`config.mk`:
```
export PLATFORM = sky130hd
export DESIGN_NAME = prog_loader
export DESIGN_NICKNAME = d
export VERILOG_FILES = /design/src/rtl/prog_loader.sv
export SDC_FILE = /design/constraint.sdc
export NUM_CORES = 1
export LEC_CHECK = 0
export CORE_MARGIN = 2
export CORE_UTILIZATION = 50
export CTS_CLUSTER_DIAMETER = 120
export DETAILED_ROUTE_END_ITERATION = 8
export DONT_BUFFER_PORTS = 1
export PLACE_DENSITY = 0.77
export SLEW_MARGIN = 20
export SYNTH_ARGS = -nofsm -noshare
export SYNTH_HDL_FRONTEND = slang
export SYNTH_SLANG_ARGS = --single-unit
```
`constraint.sdc`:
```
create_clock -name clk -period 4.1 [get_ports clk]
set_input_delay 0.82 -clock clk [delete_from_list [all_inputs] [get_ports clk]]
set_output_delay 0.82 -clock clk [all_outputs]
set_load 0.01 [all_outputs]
```
`src/rtl/prog_loader.sv`:
```
// ---------------------------------------------------------------------------
// prog_loader
//
// Streams a program image into the RV32I instruction memory and keeps the
// CPU parked in reset until the whole image has arrived and its checksum has
// been verified.
//
// Stream layout (one byte per valid/ready handshake):
//   LEN_LO, LEN_HI        number of 32-bit words N (16-bit little-endian)
//   4*N data bytes        each word little-endian, written from word 0 up
//   CHK                   chosen so the XOR of every byte LEN_LO..CHK is 0
//
// Ports
//   clk           system clock, all state changes on the rising edge
//   rst           asynchronous, active-low reset
//   start         one-cycle pulse, restarts a load from DONE or ERROR
//   in_data       stream byte
//   in_valid      in_data is valid
//   in_ready      loader can take a byte this cycle
//   imem_we       one-cycle write strobe per assembled word
//   imem_addr     word address of the write
//   imem_wdata    assembled word
//   cpu_hold      1 keeps the CPU in reset, 0 lets it run
//   done          load finished with a good checksum
//   err           load aborted (length too large or bad checksum)
//   words_loaded  words written by the current or most recent load
// ---------------------------------------------------------------------------
module prog_loader #(
    parameter int ADDR_W = 7
) (
    input  logic              clk,
    input  logic              rst,
    input  logic              start,
    input  logic [7:0]        in_data,
    input  logic              in_valid,
    output logic              in_ready,
    output logic              imem_we,
    output logic [ADDR_W-1:0] imem_addr,
    output logic [31:0]       imem_wdata,
    output logic              cpu_hold,
    output logic              done,
    output logic              err,
    output logic [ADDR_W:0]   words_loaded
);

    localparam logic [2:0] S_LEN0  = 3'd0;
    localparam logic [2:0] S_LEN1  = 3'd1;
    localparam logic [2:0] S_DATA  = 3'd2;
    localparam logic [2:0] S_CHK   = 3'd3;
    localparam logic [2:0] S_DONE  = 3'd4;
    localparam logic [2:0] S_ERROR = 3'd5;

    // Largest word count that fits the memory; one bit wider than the
    // length field so the comparison cannot wrap.
    localparam logic [16:0] MAX_WORDS = 17'(1) << ADDR_W;

    logic [2:0]      state;
    logic [15:0]     len_q;
    logic [1:0]      byte_idx;
    logic [23:0]     word_buf;
    logic [7:0]      chk_acc;

    logic            accept;
    logic [15:0]     len_full;
    logic [ADDR_W:0] next_count;
    logic            last_word;

    // A byte is consumed only on a real handshake, so whatever sits on
    // in_data while in_valid is low never reaches the checksum or the word.
    assign accept     = in_valid & in_ready;

    // Full length as it will look once LEN_HI is captured, used to pick the
    // next state in the same cycle the high byte arrives.
    assign len_full   = {in_data, len_q[7:0]};

    assign next_count = words_loaded + (ADDR_W + 1)'(1);
    assign last_word  = (16'(next_count) == len_q);

    // Main loader state machine. Every output is a register; in_ready is
    // updated together with the state so it drops in the same cycle the
    // loader enters DONE or ERROR and rises again when start is seen.
    always_ff @(posedge clk or negedge rst) begin
        if (!rst) begin
            state        <= S_LEN0;
            len_q        <= '0;
            byte_idx     <= '0;
            word_buf     <= '0;
            chk_acc      <= '0;
            in_ready     <= 1'b1;
            imem_we      <= 1'b0;
            imem_addr    <= '0;
            imem_wdata   <= '0;
            cpu_hold     <= 1'b1;
            done         <= 1'b0;
            err          <= 1'b0;
            words_loaded <= '0;
        end else begin
            imem_we <= 1'b0;

            case (state)
                S_LEN0: begin
                    if (accept) begin
                        len_q[7:0] <= in_data;
                        chk_acc    <= chk_acc ^ in_data;
                        state      <= S_LEN1;
                    end
                end

                S_LEN1: begin
                    if (accept) begin
                        len_q[15:8] <= in_data;
                        chk_acc     <= chk_acc ^ in_data;
                        // Reject images larger than the memory before any
                        // word is written so existing contents survive.
                        if ({1'b0, len_full} > MAX_WORDS) begin
                            state    <= S_ERROR;
                            in_ready <= 1'b0;
                            err      <= 1'b1;
                        end else if (len_full == 16'd0) begin
                            state <= S_CHK;
                        end else begin
                            state <= S_DATA;
                        end
                    end
                end

                S_DATA: begin
                    if (accept) begin
                        chk_acc  <= chk_acc ^ in_data;
                        byte_idx <= byte_idx + 2'd1;
                        case (byte_idx)
                            2'd0: word_buf[7:0]   <= in_data;
                            2'd1: word_buf[15:8]  <= in_data;
                            2'd2: word_buf[23:16] <= in_data;
                            default: begin
                                // The fourth byte goes straight into the
                                // write data, so the strobe appears on the
                                // very next cycle without stalling input.
                                imem_we      <= 1'b1;
                                imem_addr    <= words_loaded[ADDR_W-1:0];
                                imem_wdata   <= {in_data, word_buf};
                                words_loaded <= next_count;
                                if (last_word) begin
                                    state <= S_CHK;
                                end
                            end
                        endcase
                    end
                end

                S_CHK: begin
                    if (accept) begin
                        chk_acc  <= chk_acc ^ in_data;
                        in_ready <= 1'b0;
                        if ((chk_acc ^ in_data) == 8'h00) begin
                            state    <= S_DONE;
                            done     <= 1'b1;
                            cpu_hold <= 1'b0;
                        end else begin
                            state <= S_ERROR;
                            err   <= 1'b1;
                        end
                    end
                end

                S_DONE, S_ERROR: begin
                    // Both end states hold until start; memory contents are
                    // deliberately left alone so a failed reload is visible.
                    if (start) begin
                        state        <= S_LEN0;
                        in_ready     <= 1'b1;
                        cpu_hold     <= 1'b1;
                        done         <= 1'b0;
                        err          <= 1'b0;
                        words_loaded <= '0;
                        chk_acc      <= '0;
                        byte_idx     <= '0;
                        len_q        <= '0;
                    end
                end

                default: begin
                    state    <= S_LEN0;
                    in_ready <= 1'b1;
                    cpu_hold <= 1'b1;
                end
            endcase
        end
    end

endmodule

```
## Word level (Yosys, flattened, before mapping)

Index checks and enable logic that the tools add are counted.
W data, S select, Z words.

| word-level totals | value |
|---|---|
| output and inout port bits | 52 |
| flip-flop bits (word level) | 105 |
| input bits | 12 |
| logic and storage cells | 116 |

| operators by class | value |
|---|---|
| order comparisons | 1 |
| equality and inequality tests | 19 |
| add/subtract/negate cells | 2 |
| reduce and logical (&&, ||, !) cells | 29 |
| multiplexer cells | 44 |
| bitwise gates (word level) | 5 |

Operators with widths:

| operator | count |
|---|---|
| $pmux W8 S2 | 4 |
| $mux W8 | 5 |
| $mux W3 | 8 |
| $reduce_and A3 Y1 | 8 |
| $ne A2 B2 Y1 const B | 10 |
| $mux W1 | 18 |
| $eq A8 B16 Y1 | 1 |
| $gt A16 B8 Y1 const B | 1 |
| $logic_not A16 Y1 | 1 |
| $mux W16 | 1 |
| $pmux W3 S5 | 1 |
| $reduce_and A4 Y1 | 3 |
| $reduce_bool A2 Y1 | 5 |
| $add A8 B1 Y8 const B | 1 |
| $logic_not A8 Y1 | 1 |
| $xor A8 B8 Y8 | 1 |
| $reduce_and A7 Y1 | 1 |
| $eq A3 B2 Y1 const B | 2 |
| $eq A3 B3 Y1 const B | 2 |
| $pmux W1 S3 | 2 |
| $reduce_and A6 Y1 | 1 |
| $reduce_or A3 Y1 | 2 |
| $reduce_and A5 Y1 | 1 |
| $mux W2 | 2 |
| 15 further kinds | 18 |

## Logic depth before layout (Yosys ltp)

Gate-level depths: netlist of run 1.

| logic depth | value |
|---|---|
| depth after elaboration | 6 |
| gate-level depth with buffers | 7 |
| mapped depth without buffers | 6 |

## Worst setup path after synthesis of run 1

No wires, ideal clock.

| timing | value |
|---|---|
| path kind | input to register |
| start | input in_data[0] |
| end | register state[0] |
| cell stages on the path | 6 |
| setup slack | 2.084 ns |
| data arrival time | 1.895 ns |
| data required time | 3.979 ns |
| buffers on the path | 1 |
| setup time | 0.121 ns |
| cell sequence | clkbuf_1 xnor2_1 nand3_1 nor3_1 a311oi_1 o22a_1 |

| on the way | value |
|---|---|
| word-level cells in the longest chain between the ends | 5 |
| elaborated cells on any way between the ends | 10 |
| classes of those cells | 1 x order compare; 6 x mux; 1 x bitwise; 2 x reduce/logical |

Ends and longest elaborated chain:

| element | line | source |
|---|---|---|
| start: declaration | 34 | `input logic [7:0] in_data,` |
| parallel branches: the longest is 4 deep, another holds $gt A16 B8 Y1 | - |  |
| $pmux W3 S5 (*) | 100 | `case (state)` |
| end signal: assignment | 116 | `state <= S_ERROR;` |
| end signal: assignment | 120 | `state <= S_CHK;` |
| end signal: assignment | 122 | `state <= S_DATA;` |
| end: declaration | 57 | `logic [2:0] state;` |

Mark *: on every way between the ends. The select of a mux whose other input is x is not followed.
A chain may end at the register's enable or synchronous reset.

## Worst setup path in the final report of run 1

| timing | value |
|---|---|
| start | register in_ready |
| end | register words_loaded[5] |

| on the way | value |
|---|---|
| word-level cells in the longest chain between the ends | 3 |

Ends and longest elaborated chain:

| element | line | source |
|---|---|---|
| start: declaration | 36 | `output logic in_ready,` |
| start signal: assignment | 89 | `in_ready <= 1'b1;` |
| start signal: assignment | 117 | `in_ready <= 1'b0;` |
| start signal: assignment | 154 | `in_ready <= 1'b0;` |
| $and A1 B1 Y1 | 70 | `assign accept = in_valid & in_ready;` |
| $ne A2 B2 Y1 (no line) | - |  |
| $reduce_and A4 Y1 (no line) | - |  |
| end signal: assignment | 142 | `words_loaded <= next_count;` |
| end: declaration | 43 | `output logic [ADDR_W:0] words_loaded` |

No other way between the ends.

==> impl_metrics.ini, run 1 <==
[run_status]
status = completed

[sta]
post-route-min-period_ns = 2.44
rsz0062_at_grt = no
holdWs_ns = 0.115
final_hold_viol_count = 0
worstMarginPinSlew_ns = 0.757
post-route-period-util = 0.596
fin_skew_ns = 0.0195
final.setup.tns_ns = 0
slew_headroom = 0.495
finalSetupViolations = 0
drv_slew = 0
fmax_ghz = 0.409

[die]
die_w_um = 101
core_area_sq_um = 9200
die_height_um = 101
io_pins = 64
core.rowCount = 35
die_area_sq_um = 10200
initial_utilization = 0.514

[clock_network]
cts_made_buffers = 9
cts_max_level = 3
cts_hold_buf = 0
cts_sinks = 105
clockRootBuffer = clkbuf_8
tritoncts = yes
cts_setup_buffers = 0
clk_path_buf_depth = 2
insertion_delay_ns = 0.39
clkSlewWorstSetupHoldPaths_ns = 0.13
ctsResizeCount = 0

[critical_path]
worstPathRequired_ns = 4.35
path_class = register to register
crit_fanout = 45
endpoint = words_loaded[5]$_DFFE_PN0P_
r2r-end = words_loaded[5]$_DFFE_PN0P_
reg2reg_from = in_ready$_DFFE_PN1P_
end_kind = register
rrSetupSlack_ns = 1.66
worst-r2r-cell-count = 6
start_kind = register
crit_start = in_ready$_DFFE_PN1P_
crit_arrival_ns = 2.69

[synth]
synthDistinctLibCells = 58
seq_area_frac_synth = 0.557
synth_cells = 490
synth_fp_nets = 507
postSynth.asyncResetShare = 1.00
synth_area_sq_um = 4730
synth_edf_count = 0
ys_seq_elements = 105
yosysWarnings = 0
syn_avg_cell_area_sq_um = 9.64
synth_top_flop_cell = dfrtp_1

[cells_and_area]
final_common_cell = nand2_1
layout_common_cells = 153 x nand2_1, 103 x dfrtp_1, 52 x o21ai_0
nNetsFinal = 488
syn2layout_area_growth_pct = 4.66
diodes = 0
n_fill_cell = 820
final_layout_size_suffix_gt1_frac = 0.113

[global_routing]
grt_overflow = 0
grt_max_degree = 106
antenna_found_initial = 0
grt_use_total = 0.212
grt_pass1_wl_um = 17100
grt_pass1_vias = 3540

[place]
gp_congestion = 0.845
detailed_place_hpwl_um = 6760
io_buffers = 0

[drt]
drt_iter0_drc = 197
final_antenna_net_count = 0
dr_total_vias = 3445
vias_per_cell = 5.87
wire_per_inst_um = 17.3
drc = 0
drt-total-wl_um = 10100
dr.pass1.iters = 5

[run]
maxCapViolCount = 0

[pwr]
p_per_area_nw_per_um2 = 475
vdd.ir_drop.worst_v = 0.000223
p_leak_nw = 2.47

[min_path]
min_path_type = input port to asynchronous set/reset pin
==> flip-flops by register name (all words and copies together), names as in the netlist <==
name / count
len_q: 16
done: 1
byte_idx: 2
err: 1
words_loaded: 8
word_buf: 24
imem_wdata: 32
imem_we: 1
state: 3
chk_acc: 8
imem_addr: 7
cpu_hold: 1
in_ready: 1
==> cell type report <==
class	count	area (sq um)	share of cell area
Multi-Input combinational cell	346	1930	0.390
Sequential cell	105	2630	0.532
Tap cell	111	139	0.0281
Timing Repair Buffer	1	7.51	0.00152
Clock buffer	9	124	0.0250
Clock inverter	7	88.8	0.0180
Inverter	8	30.0	0.00607
==> cells in the mapped netlist (all sizes together), types with 2 or more instances <==
master  count  area share
a21oi       2      0.0021
a22o        2      0.0037
and2        4      0.0056
and3        3      0.0040
buf        14       0.016
clkbuf     17       0.014
dfrtp     103        0.55
dfstp       2       0.011
ha          5       0.013
inv         8      0.0064
mux2       24       0.057
nand2     157        0.13
nand2b     10       0.013
nand3       8      0.0085
nand4       4      0.0053
nor2       18       0.014
nor2b       2      0.0026
nor3        3      0.0032
nor3b       2      0.0032
nor4        2      0.0026
nor4b       2      0.0037
o21ai      52       0.055
o22ai       4      0.0053
o31ai       6      0.0095
or3         3      0.0042
or4         3      0.0048
xnor2       6       0.011
xor2        3      0.0056
==> worst max-delay path, cell delays in order (launching register included) <==
cell and delay (ns):
dfstp_2 0.62, and3b_1 0.34, nand3_2 0.13, inv_2 0.57
nor2_1 0.31, o21ai_0 0.24, o31ai_1 0.10
==> cells by family (layout without fill, tap and decap cells) <==
group / after synthesis / count (layout) / share of synthesized area
DFF: 105 / 105 / 0.557
xor gates and xnor gates: 10 / 10 / 0.0217
AOI/OAI and AO/OA: 80 / 80 / 0.101
muxes: 25 / 25 / 0.0593
and+or+nand+nor: 226 / 226 / 0.211
adders and majority gates: 5 / 5 / 0.0132
buffers and inverters: 39 / 25 / 0.0368
==> per-stage QoR <==
stage | instances | setup WS [ns] | utilization | area (sq um) | total power [mW]
detailed placement | 571 | 1.50 | 0.515 | 4730 | 1.70
CTS | 587 | 1.68 | 0.538 | 4950 | 2.36
global route | 587 | 1.50 | 0.538 | 4950 | 2.48
floorplan | 490 | 2.08 | - | 4730 | 1.61
global placement | 571 | 1.58 | 0.515 | 4730 | 1.67
finish | 587 | 1.66 | 0.538 | 4950 | 2.35
==> layer usage <==
layer,up-vias,track usage,wire length [um]
met5,-,0,0
met4,0,0.0988,263
met3,24,0.0483,621
met2,105,0.334,4780
met1,1716,0.281,4470
li1,1600,-,-
==> power by group <==
| group | total (mW) | leakage, nW | internal [mW] | switching, mW |
|---|---|---|---|---|
| clock network | 0.672 | 0.107 | 0.252 | 0.420 |
| logic | 0.386 | 0.938 | 0.172 | 0.214 |
| registers | 1.29 | 1.43 | 1.17 | 0.124 |
| total | 2.35 | 2.47 | 1.59 | 0.757 |
==> worst min-delay path by stage <==
stage | cells past startpoint | startpoint | endpoint
2_1_floorplan | 2 | word_buf[0]$_DFFE_PN0P_ | imem_wdata[0]$_DFFE_PN0P_
3_5_place_dp | 2 | word_buf[20]$_DFFE_PN0P_ | imem_wdata[20]$_DFFE_PN0P_
3_3_place_gp | 2 | word_buf[21]$_DFFE_PN0P_ | imem_wdata[21]$_DFFE_PN0P_
6_report | 0 | rst | word_buf[19]$_DFFE_PN0P_
5_1_grt | 0 | rst | words_loaded[3]$_DFFE_PN0P_
4_1_cts | 0 | rst | imem_wdata[17]$_DFFE_PN0P_
Power figures use the tool's default switching activity.
==> run 2, diff against run 1 <==
clock period = 2.3 ns   (was 4.1 ns; I/O delays follow)
==> run 2 against run 1 <==
Compared with the run above:
- core utilization up 0.52 points
- the flow now finishes with violations (negative hold slack)
- highest routed layer unchanged
- clock skew up 0.0061 ns
- largest cell class unchanged
- cell count up 1.2%
- wire length up 1.6%
- worst hold slack worse by 0.36 ns
==> impl_metrics.ini, run 2 (same netlist as run 1, synthesis figures left out) <==
[sta]
fin_skew_ns = 0.0256
holdWs_ns = -0.248
final_hold_viol_count = 105
drv_slew = 0
slew_headroom = 0.616
final.setup.tns_ns = 0
rsz0062_at_grt = no
post-route-min-period_ns = 2.18
worstMarginPinSlew_ns = 0.574
fmax_ghz = 0.460
post-route-period-util = 0.946
finalSetupViolations = 0
worst_slack_ns = 0.124

[critical_path]
cpMaxStageDelayCell = dfrtp_1
end_kind = register
path_class = register to register
crit_arrival_ns = 2.51
start_kind = register
crit_fanout = 7
cp_top_family = simple AND/OR/NAND/NOR gates
worst-path-buf-inv = 0
path_cells = ha_1 > nand3_1 > or3_1 > a222oi_1 > and4bb_1 > o22a_1
critical_path.max_stage_delay_ns = 0.52
worstPathRequired_ns = 2.64

[clock_network]
cts_made_buffers = 9
insertion_delay_ns = 0.40
clk_path_buf_depth = 2
clkSlewWorstSetupHoldPaths_ns = 0.13
cts_max_level = 3
tritoncts = yes
clockRootBuffer = clkbuf_8
ctsResizeCount = 0
cts_setup_buffers = 0
cts_sinks = 105

[drt]
final_antenna_net_count = 0
drt-total-wl_um = 10300
dr_wl_met2_um = 4860
wire_per_inst_um = 17.3
top_layer = met4
drt_iter0_drc = 340
wl_met1_um = 4400
drc = 0
vias_per_cell = 5.85
dr.pass1.iters = 6
dr_total_vias = 3474
dr_wl_met3_um = 803

[place]
detailed_place_hpwl_um = 6870
io_buffers = 0
place_inst = 578
place_ws_ns = 0.214
gp_congestion = 0.838

[die]
die_height_um = 101
initial_utilization = 0.514
die_w_um = 101
core.rowCount = 35
core_area_sq_um = 9200
die_area_sq_um = 10200
io_pins = 64

[pwr]
combinationalPowerShare = 0.167
finalPower_mw = 4.21
swShare = 0.325
vdd.ir_drop.worst_v = 0.000417
internal-power_mw = 2.84
p_sw_mw = 1.37
p_per_area_nw_per_um2 = 843
p_leak_nw = 2.51
p_clk_frac = 0.283
seqPwrFrac = 0.550

[global_routing]
grt_pass1_wl_um = 17200
grt_overflow = 0
grt_pass1_vias = 3409
grt_max_degree = 106
grt_use_total = 0.215
antenna_found_initial = 0

[run]
maxCapViolCount = 0

[cells_and_area]
layout_common_cells = 153 x nand2_1, 103 x dfrtp_1, 52 x o21ai_0
largest_reg_flops = 32
multi_input_area_sq_um = 1930
nNetsFinal = 495
reg.largest.list = imem_wdata: 32 flops, word_buf: 24 flops, len_q: 16 flops
final_common_cell = nand2_1
final-seq-area_sq_um = 2630
final_layout_size_suffix_gt1_frac = 0.126
largest_register = imem_wdata
diodes = 0
instances_no_fill = 594
n_fill_cell = 823
syn2layout_area_growth_pct = 5.67

[run_status]
violations = negative hold slack
status = finished with violations

[min_path]
min_path_type = input port to asynchronous set/reset pin
[run 2: final timing paths]
kind	slack, ns	start	cells past startpoint	endpoint
worst max-delay path	0.12	words_loaded[1]$_DFFE_PN0P_	6	state[0]$_DFFE_PN0P_
worst min-delay path	-0.25	rst	0	word_buf[17]$_DFFE_PN0P_
worst max register to register	0.12	words_loaded[1]$_DFFE_PN0P_	6	state[0]$_DFFE_PN0P_
worst min register to register	0.47	word_buf[10]$_DFFE_PN0P_	2	imem_wdata[10]$_DFFE_PN0P_
max in group asynchronous	2.30	rst	0	in_ready$_DFFE_PN1P_
min in group clk	0.16	start	1	state[2]$_DFFE_PN0P_
[run 2: power by group through the flow]
stage | registers [mW] | clock network, mW | logic, mW
after floorplan | 2.25 | 0 | 0.623
after global placement | 2.33 | 0 | 0.664
after detailed placement | 2.34 | 0 | 0.695
after CTS | 2.31 | 1.21 | 0.706
after global routing | 2.35 | 1.29 | 0.817
final | 2.31 | 1.19 | 0.704
[run 2: through the flow]
stage | hold WS (ns) | util | instance area [sq um]
6_report | -0.248 | 0.543 | 4990
5_1_grt | -0.285 | 0.543 | 4990
4_1_cts | -0.269 | 0.543 | 4990
3_5_place_dp | 0.168 | 0.520 | 4790
3_3_place_gp | 0.168 | 0.520 | 4790
2_1_floorplan | 0.164 | - | 4730
[run 2: layout make-up]
cell class,instances,share of cell area
clock inverter,7,0.0168
sequential,105,0.527
tap,111,0.0278
inverter,8,0.00601
timing repair buffer,8,0.0120
multi-input combinational,346,0.386
clock buffer,9,0.0248
[run 2: metal layers]
metal	up-vias	global-route usage
li1	1611	-
met1	1719	0.287
met2	127	0.338
met3	17	0.0559
met4	0	0.0852
met5	-	0
